**src/rtl/cache_flush_sequencer_pkg.sv**
```systemverilog
// rtl/cache_flush_sequencer_pkg.sv - shared cache-system types for the flush sequencer
// Purpose: flush phase encoding and default watchdog limits, imported as
//          CacheSystemTypes::* by the flush sequencer files.
// Ports:   none (package).
package CacheSystemTypes;

    typedef enum logic [1:0] {
        IDLE     = 2'd0,
        DC_FLUSH = 2'd1,
        IC_FLUSH = 2'd2,
        DONE     = 2'd3
    } CacheFlushPhase;

    localparam int CACHE_FLUSH_TIMEOUT_CYCLES = 4096;
    localparam int CACHE_FLUSH_TIMEOUT_WIDTH  = 13;

endpackage

```
**src/rtl/cache_flush_sequencer_if.sv**
```systemverilog
// rtl/cache_flush_sequencer_if.sv - cache-flush handshake bundle
// Purpose: groups the flush request/complete handshake between
//          MemoryExecutionStage, the CacheFlushManager and the two caches.
// Modports:
//   CacheFlushManager - responder (the flush sequencer): takes cacheFlushReq and
//                       sub-cache completes, drives cache requests, complete,
//                       busy and (with RSD_CACHE_FLUSH_TIMEOUT_EN) flushError.
//   Requester         - the opposite side (pipeline + caches).
// Optional: RSD_CACHE_FLUSH_TIMEOUT_EN adds flushError.
interface cache_flush_sequencer_if;

    logic cacheFlushReq;
    logic cacheFlushComplete;
    logic dcFlushReq;
    logic dcFlushComplete;
    logic icFlushReq;
    logic icFlushComplete;
    logic flushBusy;
`ifdef RSD_CACHE_FLUSH_TIMEOUT_EN
    logic flushError;
`endif

    modport CacheFlushManager (
`ifdef RSD_CACHE_FLUSH_TIMEOUT_EN
        output flushError,
`endif
        input  cacheFlushReq,
        input  dcFlushComplete,
        input  icFlushComplete,
        output cacheFlushComplete,
        output dcFlushReq,
        output icFlushReq,
        output flushBusy
    );

    modport Requester (
`ifdef RSD_CACHE_FLUSH_TIMEOUT_EN
        input  flushError,
`endif
        output cacheFlushReq,
        output dcFlushComplete,
        output icFlushComplete,
        input  cacheFlushComplete,
        input  dcFlushReq,
        input  icFlushReq,
        input  flushBusy
    );

endinterface

```
**src/rtl/cache_flush_sequencer_watchdog.sv**
```systemverilog
// rtl/cache_flush_sequencer_watchdog.sv - per-phase flush watchdog counter
// Purpose: module cache_flush_watchdog counts cycles spent in one sub-cache
//          flush phase and flags expiry at TIMEOUT_CYCLES-1.
// Ports:
//   clk, rst - clock, synchronous active-low reset
//   clr      - restart the count at 0 (phase entry)
//   en       - count this cycle (inside a flush phase)
//   expire   - current count equals TIMEOUT_CYCLES-1
module cache_flush_watchdog #(
    parameter int TIMEOUT_CYCLES = 4096,
    parameter int TIMEOUT_WIDTH  = 13
) (
    input  logic clk,
    input  logic rst,
    input  logic clr,
    input  logic en,
    output logic expire
);

    localparam logic [TIMEOUT_WIDTH-1:0] LAST = TIMEOUT_WIDTH'(TIMEOUT_CYCLES - 1);

    logic [TIMEOUT_WIDTH-1:0] count_q, count_d;

    always_comb begin
        count_d = count_q;
        if (clr) begin
            count_d = '0;
        end else if (en) begin
            count_d = count_q + 1'b1;
        end
    end

    always_ff @(posedge clk) begin
        if (!rst) begin
            count_q <= '0;
        end else begin
            count_q <= count_d;
        end
    end

    // Taken from the register only so the FSM next-state logic stays loop-free.
    assign expire = (count_q == LAST);

endmodule

```
**src/rtl/cache_flush_sequencer.sv**
```systemverilog
// rtl/cache_flush_sequencer.sv - CacheFlushManager: serialised D-cache then I-cache flush
// Purpose: accepts a flush request pulse, writes back/invalidates the D-cache,
//          then invalidates the I-cache, then pulses cacheFlushComplete once.
//          Requests arriving while busy coalesce into a single pending flush.
// Ports:
//   clk  - clock
//   rst  - synchronous active-low reset
//   port - cache_flush_sequencer_if.CacheFlushManager handshake bundle
// Optional: RSD_CACHE_FLUSH_TIMEOUT_EN adds a per-phase watchdog and a sticky
//           flushError; on expiry the flush is forced to DONE.
module cache_flush_sequencer
    import CacheSystemTypes::*;
#(
    parameter int TIMEOUT_CYCLES = CACHE_FLUSH_TIMEOUT_CYCLES,
    parameter int TIMEOUT_WIDTH  = CACHE_FLUSH_TIMEOUT_WIDTH
) (
    input  logic clk,
    input  logic rst,
    cache_flush_sequencer_if.CacheFlushManager port
);

    // Elaboration-time sanity: the counter must be able to hold TIMEOUT_CYCLES-1.
    if ((TIMEOUT_CYCLES < 2) || ((64'd1 << TIMEOUT_WIDTH) <= 64'(TIMEOUT_CYCLES))) begin : g_bad_timeout_cfg
        CacheFlushPhase invalid_timeout_configuration;
    end

    CacheFlushPhase state_q, state_d;
    logic pending_q, pending_d;
    logic dc_req_q, ic_req_q, complete_q, busy_q;

`ifdef RSD_CACHE_FLUSH_TIMEOUT_EN
    logic error_q, error_d;
    logic wd_clr, wd_en, wd_expire;

    // Restart on entry into either sub-cache phase, count while inside one.
    assign wd_clr = (state_d != state_q) && ((state_d == DC_FLUSH) || (state_d == IC_FLUSH));
    assign wd_en  = (state_q == DC_FLUSH) || (state_q == IC_FLUSH);

    cache_flush_watchdog #(
        .TIMEOUT_CYCLES (TIMEOUT_CYCLES),
        .TIMEOUT_WIDTH  (TIMEOUT_WIDTH)
    ) u_watchdog (
        .clk    (clk),
        .rst    (rst),
        .clr    (wd_clr),
        .en     (wd_en),
        .expire (wd_expire)
    );
`endif

    always_comb begin
        state_d   = state_q;
        pending_d = pending_q;
`ifdef RSD_CACHE_FLUSH_TIMEOUT_EN
        error_d   = error_q;
`endif
        // Any request seen while a flush is in flight (DONE included) folds
        // into one pending flush.
        if ((state_q != IDLE) && port.cacheFlushReq) begin
            pending_d = 1'b1;
        end
        case (state_q)
            IDLE: begin
                if (port.cacheFlushReq || pending_q) begin
                    state_d   = DC_FLUSH;
                    pending_d = 1'b0;
                end
            end
            DC_FLUSH: begin
                if (port.dcFlushComplete) begin
                    state_d = IC_FLUSH;
`ifdef RSD_CACHE_FLUSH_TIMEOUT_EN
                end else if (wd_expire) begin
                    state_d = DONE;
                    error_d = 1'b1;
`endif
                end
            end
            IC_FLUSH: begin
                if (port.icFlushComplete) begin
                    state_d = DONE;
`ifdef RSD_CACHE_FLUSH_TIMEOUT_EN
                end else if (wd_expire) begin
                    state_d = DONE;
                    error_d = 1'b1;
`endif
                end
            end
            DONE: begin
                state_d = IDLE;
            end
            default: begin
                state_d = IDLE;
            end
        endcase
    end

    // Outputs are registered decodes of the next state, so they line up with
    // state_q and never see an input combinationally.
    always_ff @(posedge clk) begin
        if (!rst) begin
            state_q    <= IDLE;
            pending_q  <= 1'b0;
            dc_req_q   <= 1'b0;
            ic_req_q   <= 1'b0;
            complete_q <= 1'b0;
            busy_q     <= 1'b0;
`ifdef RSD_CACHE_FLUSH_TIMEOUT_EN
            error_q    <= 1'b0;
`endif
        end else begin
            state_q    <= state_d;
            pending_q  <= pending_d;
            dc_req_q   <= (state_d == DC_FLUSH);
            ic_req_q   <= (state_d == IC_FLUSH);
            complete_q <= (state_d == DONE);
            busy_q     <= (state_d != IDLE);
`ifdef RSD_CACHE_FLUSH_TIMEOUT_EN
            error_q    <= error_d;
`endif
        end
    end

    assign port.dcFlushReq         = dc_req_q;
    assign port.icFlushReq         = ic_req_q;
    assign port.cacheFlushComplete = complete_q;
    assign port.flushBusy          = busy_q;
`ifdef RSD_CACHE_FLUSH_TIMEOUT_EN
    assign port.flushError         = error_q;
`endif

endmodule

```
**src/flat_wrapper.sv**
```systemverilog
// flat-port wrapper written by rule: the top's interface ports become plain ports
module cache_flush_sequencer_flat import CacheSystemTypes::*;
#(
    parameter int TIMEOUT_CYCLES = CACHE_FLUSH_TIMEOUT_CYCLES,
    parameter int TIMEOUT_WIDTH  = CACHE_FLUSH_TIMEOUT_WIDTH
)
  (clk, rst, port_cacheFlushReq, port_dcFlushComplete, port_icFlushComplete, port_cacheFlushComplete, port_dcFlushReq, port_icFlushReq, port_flushBusy);
  cache_flush_sequencer_if port_i ();
  input  logic clk;
  input  logic rst;
  input wire logic [$bits(port_i.cacheFlushReq)-1:0] port_cacheFlushReq;
  input wire logic [$bits(port_i.dcFlushComplete)-1:0] port_dcFlushComplete;
  input wire logic [$bits(port_i.icFlushComplete)-1:0] port_icFlushComplete;
  output wire logic [$bits(port_i.cacheFlushComplete)-1:0] port_cacheFlushComplete;
  output wire logic [$bits(port_i.dcFlushReq)-1:0] port_dcFlushReq;
  output wire logic [$bits(port_i.icFlushReq)-1:0] port_icFlushReq;
  output wire logic [$bits(port_i.flushBusy)-1:0] port_flushBusy;
  assign port_i.cacheFlushReq = port_cacheFlushReq;
  assign port_i.dcFlushComplete = port_dcFlushComplete;
  assign port_i.icFlushComplete = port_icFlushComplete;
  assign port_cacheFlushComplete = port_i.cacheFlushComplete;
  assign port_dcFlushReq = port_i.dcFlushReq;
  assign port_icFlushReq = port_i.icFlushReq;
  assign port_flushBusy = port_i.flushBusy;
  cache_flush_sequencer #(.TIMEOUT_CYCLES(TIMEOUT_CYCLES), .TIMEOUT_WIDTH(TIMEOUT_WIDTH)) u_core (.clk(clk), .rst(rst), .port(port_i));
endmodule
```
**config.mk**
```make
export PLATFORM = sky130hd
export DESIGN_NAME = cache_flush_sequencer_flat
export DESIGN_NICKNAME = d
export VERILOG_FILES = /design/src/rtl/cache_flush_sequencer_pkg.sv /design/src/rtl/cache_flush_sequencer_if.sv /design/src/rtl/cache_flush_sequencer_watchdog.sv /design/src/rtl/cache_flush_sequencer.sv /design/src/flat_wrapper.sv
export SDC_FILE = /design/constraint.sdc
export NUM_CORES = 1
export LEC_CHECK = 0
export BUFFER_PORTS_ARGS = -buffer_cell sky130_fd_sc_hd__buf_2
export CAP_MARGIN = 25
export CORE_AREA = 5 5 42 44
export CTS_CLUSTER_SIZE = 8
export DETAILED_ROUTE_END_ITERATION = 10
export DIE_AREA = 0 0 47 49
export GPL_TIMING_DRIVEN = 1
export PLACE_DENSITY = 0.45
export SETUP_SLACK_MARGIN = 0.02
export SLEW_MARGIN = 30
export SYNTH_ARGS = -nofsm -noshare
export SYNTH_HDL_FRONTEND = slang
export SYNTH_SLANG_ARGS = --single-unit
```
**constraint.sdc**
```tcl
create_clock -name clk -period 1.45 [get_ports clk]
set_clock_uncertainty 0.15 [all_clocks]
set_input_delay 0.2175 -clock clk [delete_from_list [all_inputs] [get_ports clk]]
set_output_delay 0.2175 -clock clk [all_outputs]
set_load 0.01 [all_outputs]
```
==> results of run 1 <==
[registers in the layout, indices dropped and copies added (netlist names)]
| name | cells |
|---|---|
| u_core.pending_q | 1 |
| u_core.port.cacheFlushComplete | 1 |
| u_core.port.dcFlushReq | 1 |
| u_core.port.flushBusy | 1 |
| u_core.port.icFlushReq | 1 |
| u_core.state_q | 2 |
[final cells by class]
class	count	area (um2)	area share, %
tap	16	20.02	5.861
inverter	2	7.507	2.198
timing repair buffer	8	40.04	11.72
clock buffer	4	26.28	7.692
multi-input combinational	14	107.6	31.50
sequential	7	140.1	41.03
[worst paths after layout]
path                                         from                      to  slack [ps]  depth (start not counted)
worst min register to register   u_core.pending_q        u_core.pending_q         390                          2
worst min-delay path                          rst  u_core.port.icFlushReq          80                          2
worst max-delay path            u_core.state_q[1]       u_core.state_q[1]         290                          2
worst max register to register  u_core.state_q[1]       u_core.state_q[1]         290                          2
[synth_stat cells]
master and count:
a211oi_1 1, and2_4 1, and2b_1 1, and3b_1 1, buf_4 1, buf_6 1
dfxtp_1 7, inv_1 2, nand4b_1 1, nor2_1 1, nor3_1 1, nor3b_1 1
nor4_1 2, o21a_1 2, o22ai_1 1, o41ai_2 1
[power by group]
part / switching (uW) / total, uW / internal (uW)
registers: 16.8 / 227 / 210
logic: 25.3 / 56.3 / 31.0
clock network: 72.0 / 177 / 105
total: 114 / 460 / 346
[through the flow]
| stage | area [um2] | hold WS, ps |
|---|---|---|
| after floorplan | 274.0 | 185.0 |
| after global placement | 315.3 | 318.6 |
| after detailed placement | 315.3 | 332.2 |
| after CTS | 341.6 | 69.08 |
| after global routing | 341.6 | 87.94 |
| final | 341.6 | 78.48 |
[kinds of logic after synthesis]
kind of cell,after synthesis
compound gates,5
buf+inv,4
flops,7
simple gates,9
[per-layer routing]
metal  wire length [um]  part of all wire (%)  vias up
li1                   -                     -      111
met5                  0                     0        -
met3                 59                    11        2
met4                 14                   2.5        0
met1                218                    39      108
met2                264                    47       14
==> qor.yml, run 1 <==
worstMarginPinSlew_ps: 303.1
port_buffers: 8
post_cts_buffers: 0
grt.total_usage_pct: 5.430
ctsHtreeMaxLevel: 1
hpwl_um: 419.1
grt_util_met2_pct: 7.692
cts_resized: 0
grt_pass1_vias: 218
drc: 0
synth_cells: 25
synth_compound_area_share_pct: 16.44
place_inst: 47
syn2layout_area_growth_pct: 24.66
hold_buffers: 0
clk_latency_ps: 250
clock.fmax_mhz: 858.7
worst-path-buf-inv: 0
clk_pin_slew_worst_paths_ps: 50
cp_top_family: "flip-flops"
hold_violations: 0
post-route-util_pct: 24.38
antenna_found_initial: 0
start_util_pct: 19.55
cts_tree: "done"
report.final.slew_viol_count: 0
synth_top_family_by_area: "simple AND/OR/NAND/NOR gates"
netlist_area_um2: 274.0
period_needed_ps: 1165
cts_inserted_buffers: 3
yosys.area.top_type: "dfxtp_1"
status: "completed"
finalCritPeriodShare_pct: 80.32
antenna_left: 0
die_w_um: 47
yosys_warnings: 0
clock-sinks: 7
path_class: "reg -> reg"
fill_cells: 158
setup_viol: 0
grt_max_degree: 10
die_h_um: 49
die-area_um2: 2303
ys_types: 16
cts_max_path_buffers: 2
finalNetCount: 41
wl_um: 557
critPathSlowestCell: "dfxtp_1"
vias: 235
arrival_ps: 1150
min_path_type: "in -> reg"
start_kind: "register"
syn_area_per_cell_um2: 10.96
crit_required_ps: 1440
cpPeakStageDelay_ps: 490
synth_fa_ha_area_share_pct: 0
root_buffer: "clkbuf_4"
busiest_layer: "met2"
cp-end-kind: "register"
grt_pass1_wl_um: 848
yosysSeqAreaShare_pct: 51.14
worst_slack_ps: 285.4
yosys-top-cells-area: "dfxtp_1, o41ai_2, o21a_1"
gr-usage-met3_pct: 2.583
power_density_nw_per_um2: 1348
preCtsSetupSlack_ps: 307.9
wire_per_inst_um: 10.92
layout_commonest_cell: "buf_2"
vias_per_cell: 4.608
synth_xor_area_share_pct: 0
synth-simple-area-share_pct: 22.83
synthesis.nets: 30
crit_chain: "and3b_1 > o21a_1"
gr-usage-met1_pct: 5.298
drt_iter0_drc: 8
final_cell_mix: "buf_2, dfxtp_1, clkbuf_4"
coreArea_um2: 1401
irDropWorstVdd_mv: 0.3958
io-pin-count: 9
leakage_uw: 0.0001622
cp_max_fo: 9
power_uw: 460.3
synth_mux_area_share_pct: 0
tns_ps: 0
synth-seq-cells: 7
grt-ovfl-total: 0
rsz0062_at_grt: "false"
synth_top_area_share_pct: 51.14
rows: 14
antennaDiodeCount: 0
final_cells: 51
relSlewSlack_pct: 79.64
drv_cap: 0
layout-drive-gt1-share_pct: 37.14
dr.pass1.iters: 4
globalplace.congestion: 0.7563
No activity file was read; power rests on OpenSTA's default activity.
==> run 2: changes to the inputs <==
PLACE_DENSITY = 0.47   (was 0.45)
clock period = 1 ns   (was 1.45 ns; I/O delays follow)
==> qor.yml, run 2 (synthesis gave the netlist of run 1 again) <==
status: "finished, violations left"
violations: "negative setup slack"
io-pin-count: 9  # unchanged
power_uw: 704.3  # +53%
cp_max_fo: 8  # -1
drt_iter0_drc: 1  # -7
rsz0062_at_grt: "true"
dr.pass1.iters: 4  # unchanged
period_needed_ps: 1013  # -151.3 ps
worstMarginPinSlew_ps: 242.2  # -60.93 ps
layout_commonest_cell: "buf_2"
wire_per_inst_um: 11.21  # +2.6%
start_kind: "register"
grt_pass1_wl_um: 1055  # +24%
finalCritPeriodShare_pct: 101.3  # +21 points
antenna_found_initial: 0  # unchanged
path_class: "reg -> reg"
clock.fmax_mhz: 986.8  # +15%
final_cells: 53  # +3.9%
min_path_type: "in -> reg"
setup_viol: 3  # +3
die-area_um2: 2303  # unchanged
antennaDiodeCount: 0  # unchanged
coreArea_um2: 1401  # unchanged
die_w_um: 47  # unchanged
worst_slack_ps: -13.33  # -298.7 ps
root_buffer: "clkbuf_4"
layout-drive-gt1-share_pct: 59.46  # +22 points
cp-end-kind: "register"
clock-sinks: 7  # unchanged
irDropWorstVdd_mv: 0.6707  # +69%
antenna_left: 0  # unchanged
place_inst: 48  # +2.1%
rows: 14  # unchanged
grt_pass1_vias: 244  # +12%
power_density_nw_per_um2: 1765  # +31%
hpwl_um: 374.3  # -11%
report.final.slew_viol_count: 0  # unchanged
drc: 0  # unchanged
final_cell_mix: "buf_2, dfxtp_1, clkbuf_4"
cts_inserted_buffers: 3  # unchanged
globalplace.congestion: 0.7484  # -1.0%
cpPeakStageDelay_ps: 370  # -120 ps
cts_tree: "done"
clk_latency_ps: 250  # about the same
vias_per_cell: 4.302  # -6.6%
post-route-util_pct: 28.48  # +4.1 points
relSlewSlack_pct: 83.77  # +4.1 points
cts_max_path_buffers: 2  # unchanged
largest_reg_flops: 2  # unchanged
vias: 228  # -3.0%
leakage_uw: 0.0001851  # +14%
crit_required_ps: 1000  # -440 ps
grt-ovfl-total: 0  # unchanged
start_util_pct: 19.55  # unchanged
drv_cap: 0  # unchanged
syn2layout_area_growth_pct: 45.66
fin_hold_ws_ps: 14.92  # -63.56 ps
hold_violations: 0  # unchanged
grt_max_degree: 9  # -1
die_h_um: 49  # unchanged
finalNetCount: 43  # +4.9%
port_buffers: 8  # unchanged
wl_um: 594  # +6.6%
critPathSlowestCell: "dfxtp_4"
clk_pin_slew_worst_paths_ps: 60  # about the same
arrival_ps: 1010  # -140 ps
top_register: "u_core.state_q"
grt.total_usage_pct: 6.714  # +1.3 points
crit_chain: "and2_4 > o41ai_2"
ctsHtreeMaxLevel: 1  # unchanged
-- run 2: path summary, 6_finish.rpt --
path | start | to | slack [ps] | cells after the start
hold reg to reg | u_core.state_q[1] | u_core.state_q[0] | 350 | 1
setup reg to reg | u_core.state_q[0] | u_core.state_q[0] | -10 | 2
hold / removal | rst | u_core.state_q[1] | 10 | 2
setup / recovery | u_core.state_q[0] | u_core.state_q[0] | -10 | 2
-- run 2: final cells by class --
| cell class | count | area [um2] |
|---|---|---|
| fillers | 160 | 1002 |
| multi-input cells | 14 | 131.4 |
| inverters | 2 | 7.507 |
| clock buffers | 4 | 26.28 |
| well taps | 16 | 20.02 |
| repair buffers | 10 | 65.06 |
| flip-flops and latches | 7 | 148.9 |
-- run 2: critical path, delay by kind of cell (launching register included) --
kind,cells,cell delay (ps)
simple gates,1,150
compound gates,1,250
flops,1,370
-- run 2: layer usage --
layer	vias to the layer above	routed length (um)	global-route usage (%)
met4	0	0	1.382
met3	0	71	7.011
met1	106	265	7.778
li1	112	-	-
met5	-	0	0
met2	10	257	8.597
-- run 2: repair_timing --
action | CTS | global route
setup buffers | 1 | 0
hold buffers | 0 | 0
setup endpoints to repair | 6 | 10
gates resized for setup | 3 | 7
-- run 2: through the flow --
stage / setup slack, ps / area, um2 / TNS [ps]
2_1_floorplan: -16.02 / 279.0 / -28.49
3_3_place_gp: -51.42 / 324.1 / -142.2
3_5_place_dp: -52.35 / 324.1 / -134.5
4_1_cts: -4.925 / 366.6 / -9.167
5_1_grt: -68.94 / 399.1 / -289.0
6_report: -13.33 / 399.1 / -25.87
-- run 2: where the power goes --
part,leakage (uW),internal (uW),switching [uW]
sequential,0.0000594,307,26.3
clock,0.0000150,152,103
combinational,0.000111,67.8,48.2
==> run 3: changes to the inputs <==
CTS_BUF_LIST = sky130_fd_sc_hd__clkbuf_16   (was not set)
CTS_CLUSTER_DIAMETER = 100   (was not set)
PLACE_DENSITY = 0.52   (was 0.47)
==> qor.yml, run 3 (synthesis gave the netlist of run 1 again) <==
grt-ovfl-total: 0  # unchanged
crit_cells: 2  # unchanged
antenna_found_initial: 0  # unchanged
grt_pass1_vias: 230  # -5.7%
start_util_pct: 19.55  # unchanged
finalCritPeriodShare_pct: 100.2  # -1.1 points
rows: 14  # unchanged
final_cell_mix: "buf_2, dfxtp_1, inv_1, clkbuf_16"
cp_top_family: "flip-flops"
antennaDiodeCount: 0  # unchanged
port_buffers: 8  # unchanged
clk_pin_slew_worst_paths_ps: 30  # -30 ps
grt_pass1_wl_um: 897  # -15%
hpwl_um: 365  # -2.5%
cts_inserted_buffers: 3  # unchanged
min_path_type: "in -> reg"
worstSetupStartpoint: "u_core.state_q[1]"
crit_chain: "and3b_1 > o21a_1"
setup.worst_path.end: "u_core.state_q[1]"
switching_share_pct: 19.26  # -6.0 points
cts_tree: "done"
tns_ps: -3.391  # +22.48 ps
worst_slack_ps: -1.947  # +11.39 ps
cpPeakStageDelay_ps: 380  # about the same
power_density_nw_per_um2: 2560  # +45%
io-pin-count: 9  # unchanged
finalNetCount: 42  # -2.3%
path_class: "reg -> reg"
drc: 0  # unchanged
die-area_um2: 2303  # unchanged
layout-drive-gt1-share_pct: 52.78  # -6.7 points
preCtsSetupSlack_ps: -90.70  # -38.36 ps
die_w_um: 47  # unchanged
combPwrFrac_pct: 8.9  # -7.6 points
clock-sinks: 7  # unchanged
report.final.slew_viol_count: 0  # unchanged
cp_max_fo: 9  # +1
multiInputGateArea_um2: 125.1  # -4.8%
reg2regPathDepth: 2  # unchanged
layout_commonest_cell: "buf_2"
wire_per_inst_um: 10.15  # -9.4%
dr.pass1.iters: 3  # -1
largest_reg_flops: 2  # unchanged
switching_power_uw: 210.9  # +19%
clkPwrFrac_pct: 60.4  # +24 points
vias: 223  # -2.2%
irDropWorstVdd_mv: 0.7919  # +18%
crit_required_ps: 970  # -30 ps
wl_um: 528  # -11%
globalplace.congestion: 0.7376  # -1.4%
arrival_ps: 970  # -40 ps
power.internal_uw: 884.5  # +68%
syn2layout_area_growth_pct: 56.16
root_buffer: "clkbuf_16"
fill_cells: 152  # -5.0%
setup_viol: 2  # -1
grt.total_usage_pct: 6.069  # -0.64 points
status: "finished, violations left"
violations: "negative setup slack"
rsz0062_at_grt: "true"
period_needed_ps: 1002  # -11.39 ps
coreArea_um2: 1401  # unchanged
critPathSlowestCell: "dfxtp_4"
cts_max_path_buffers: 2  # unchanged
rrSetupSlack_ps: -2  # about the same
grt_max_degree: 10  # +1
p_seq_share_pct: 30.7  # -17 points
antenna_left: 0  # unchanged
top_register: "u_core.state_q"
relSlewSlack_pct: 84.43  # +0.66 points
regArea_um2: 148.9  # unchanged
reg2reg_from: "u_core.state_q[1]"
vias_per_cell: 4.288  # -0.31%
leakage_uw: 0.0001998  # +7.9%
start_kind: "register"
drv_cap: 0  # unchanged
clk_latency_ps: 230  # -20 ps
worst-path-buf-inv: 0  # unchanged
cp-end-kind: "register"
r2r-end: "u_core.state_q[1]"
drt_iter0_drc: 3  # +2
clock.fmax_mhz: 998.1  # +1.1%
hold_violations: 0  # unchanged
worstMarginPinSlew_ps: 231.5  # -10.70 ps
ctsHtreeMaxLevel: 1  # unchanged
die_h_um: 49  # unchanged
hold_buffers: 0  # unchanged
run 3: worst min-delay path by stage:
stage          startpoint                      to  depth (start not counted)
2_1_floorplan         rst       u_core.state_q[1]                          1
3_3_place_gp          rst       u_core.state_q[1]                          2
3_5_place_dp          rst  u_core.port.icFlushReq                          2
4_1_cts               rst       u_core.state_q[1]                          2
5_1_grt               rst       u_core.state_q[1]                          2
6_report              rst  u_core.port.icFlushReq                          2
run 3: layout make-up:
| class | count | area share, % |
|---|---|---|
| Sequential cell | 7 | 34.80 |
| Multi-Input combinational cell | 14 | 29.24 |
| Clock buffer | 3 | 17.54 |
| Timing Repair Buffer | 9 | 11.11 |
| Tap cell | 16 | 4.678 |
| Inverter | 2 | 1.754 |
| Clock inverter | 1 | 0.8772 |
run 3: per-stage QoR:
step | cells | util, % | total power (uW) | instance area, um2 | hold WS, ps
final | 52 | 30.54 | 1095 | 427.9 | 28.50
after global routing | 52 | 30.54 | 1141 | 427.9 | 48.28
after CTS | 52 | 29.55 | 1103 | 414.1 | 23.63
after detailed placement | 47 | 22.59 | 415.7 | 316.6 | 260.5
after global placement | 47 | 22.59 | 415.1 | 316.6 | 262.0
after floorplan | 25 | - | 401.3 | 279.0 | 117.4
run 3: power groups by stage:
stage          registers (uW)  clock network [uW]  logic [uW]
2_1_floorplan             326                   0        75.0
3_3_place_gp              333                   0        82.1
3_5_place_dp              334                   0        81.5
4_1_cts                   331                 679        92.8
5_1_grt                   341                 692         108
6_report                  336                 662        97.6
run 3: metal layers:
layer / global-route usage [%] / share of wire, % / up-vias
met3: 7.011 / 17 / 0
met1: 6.416 / 41 / 100
met5: 0 / 0 / -
met4: 4.147 / 0 / 0
li1: - / - / 112
met2: 6.561 / 42 / 11
run 3: what timing repair did:
item,CTS,global route
buffers inserted,1,0
pin swaps,0,2
setup endpoints to repair,5,6
gates resized for setup,4,3
hold endpoints to repair,0,0
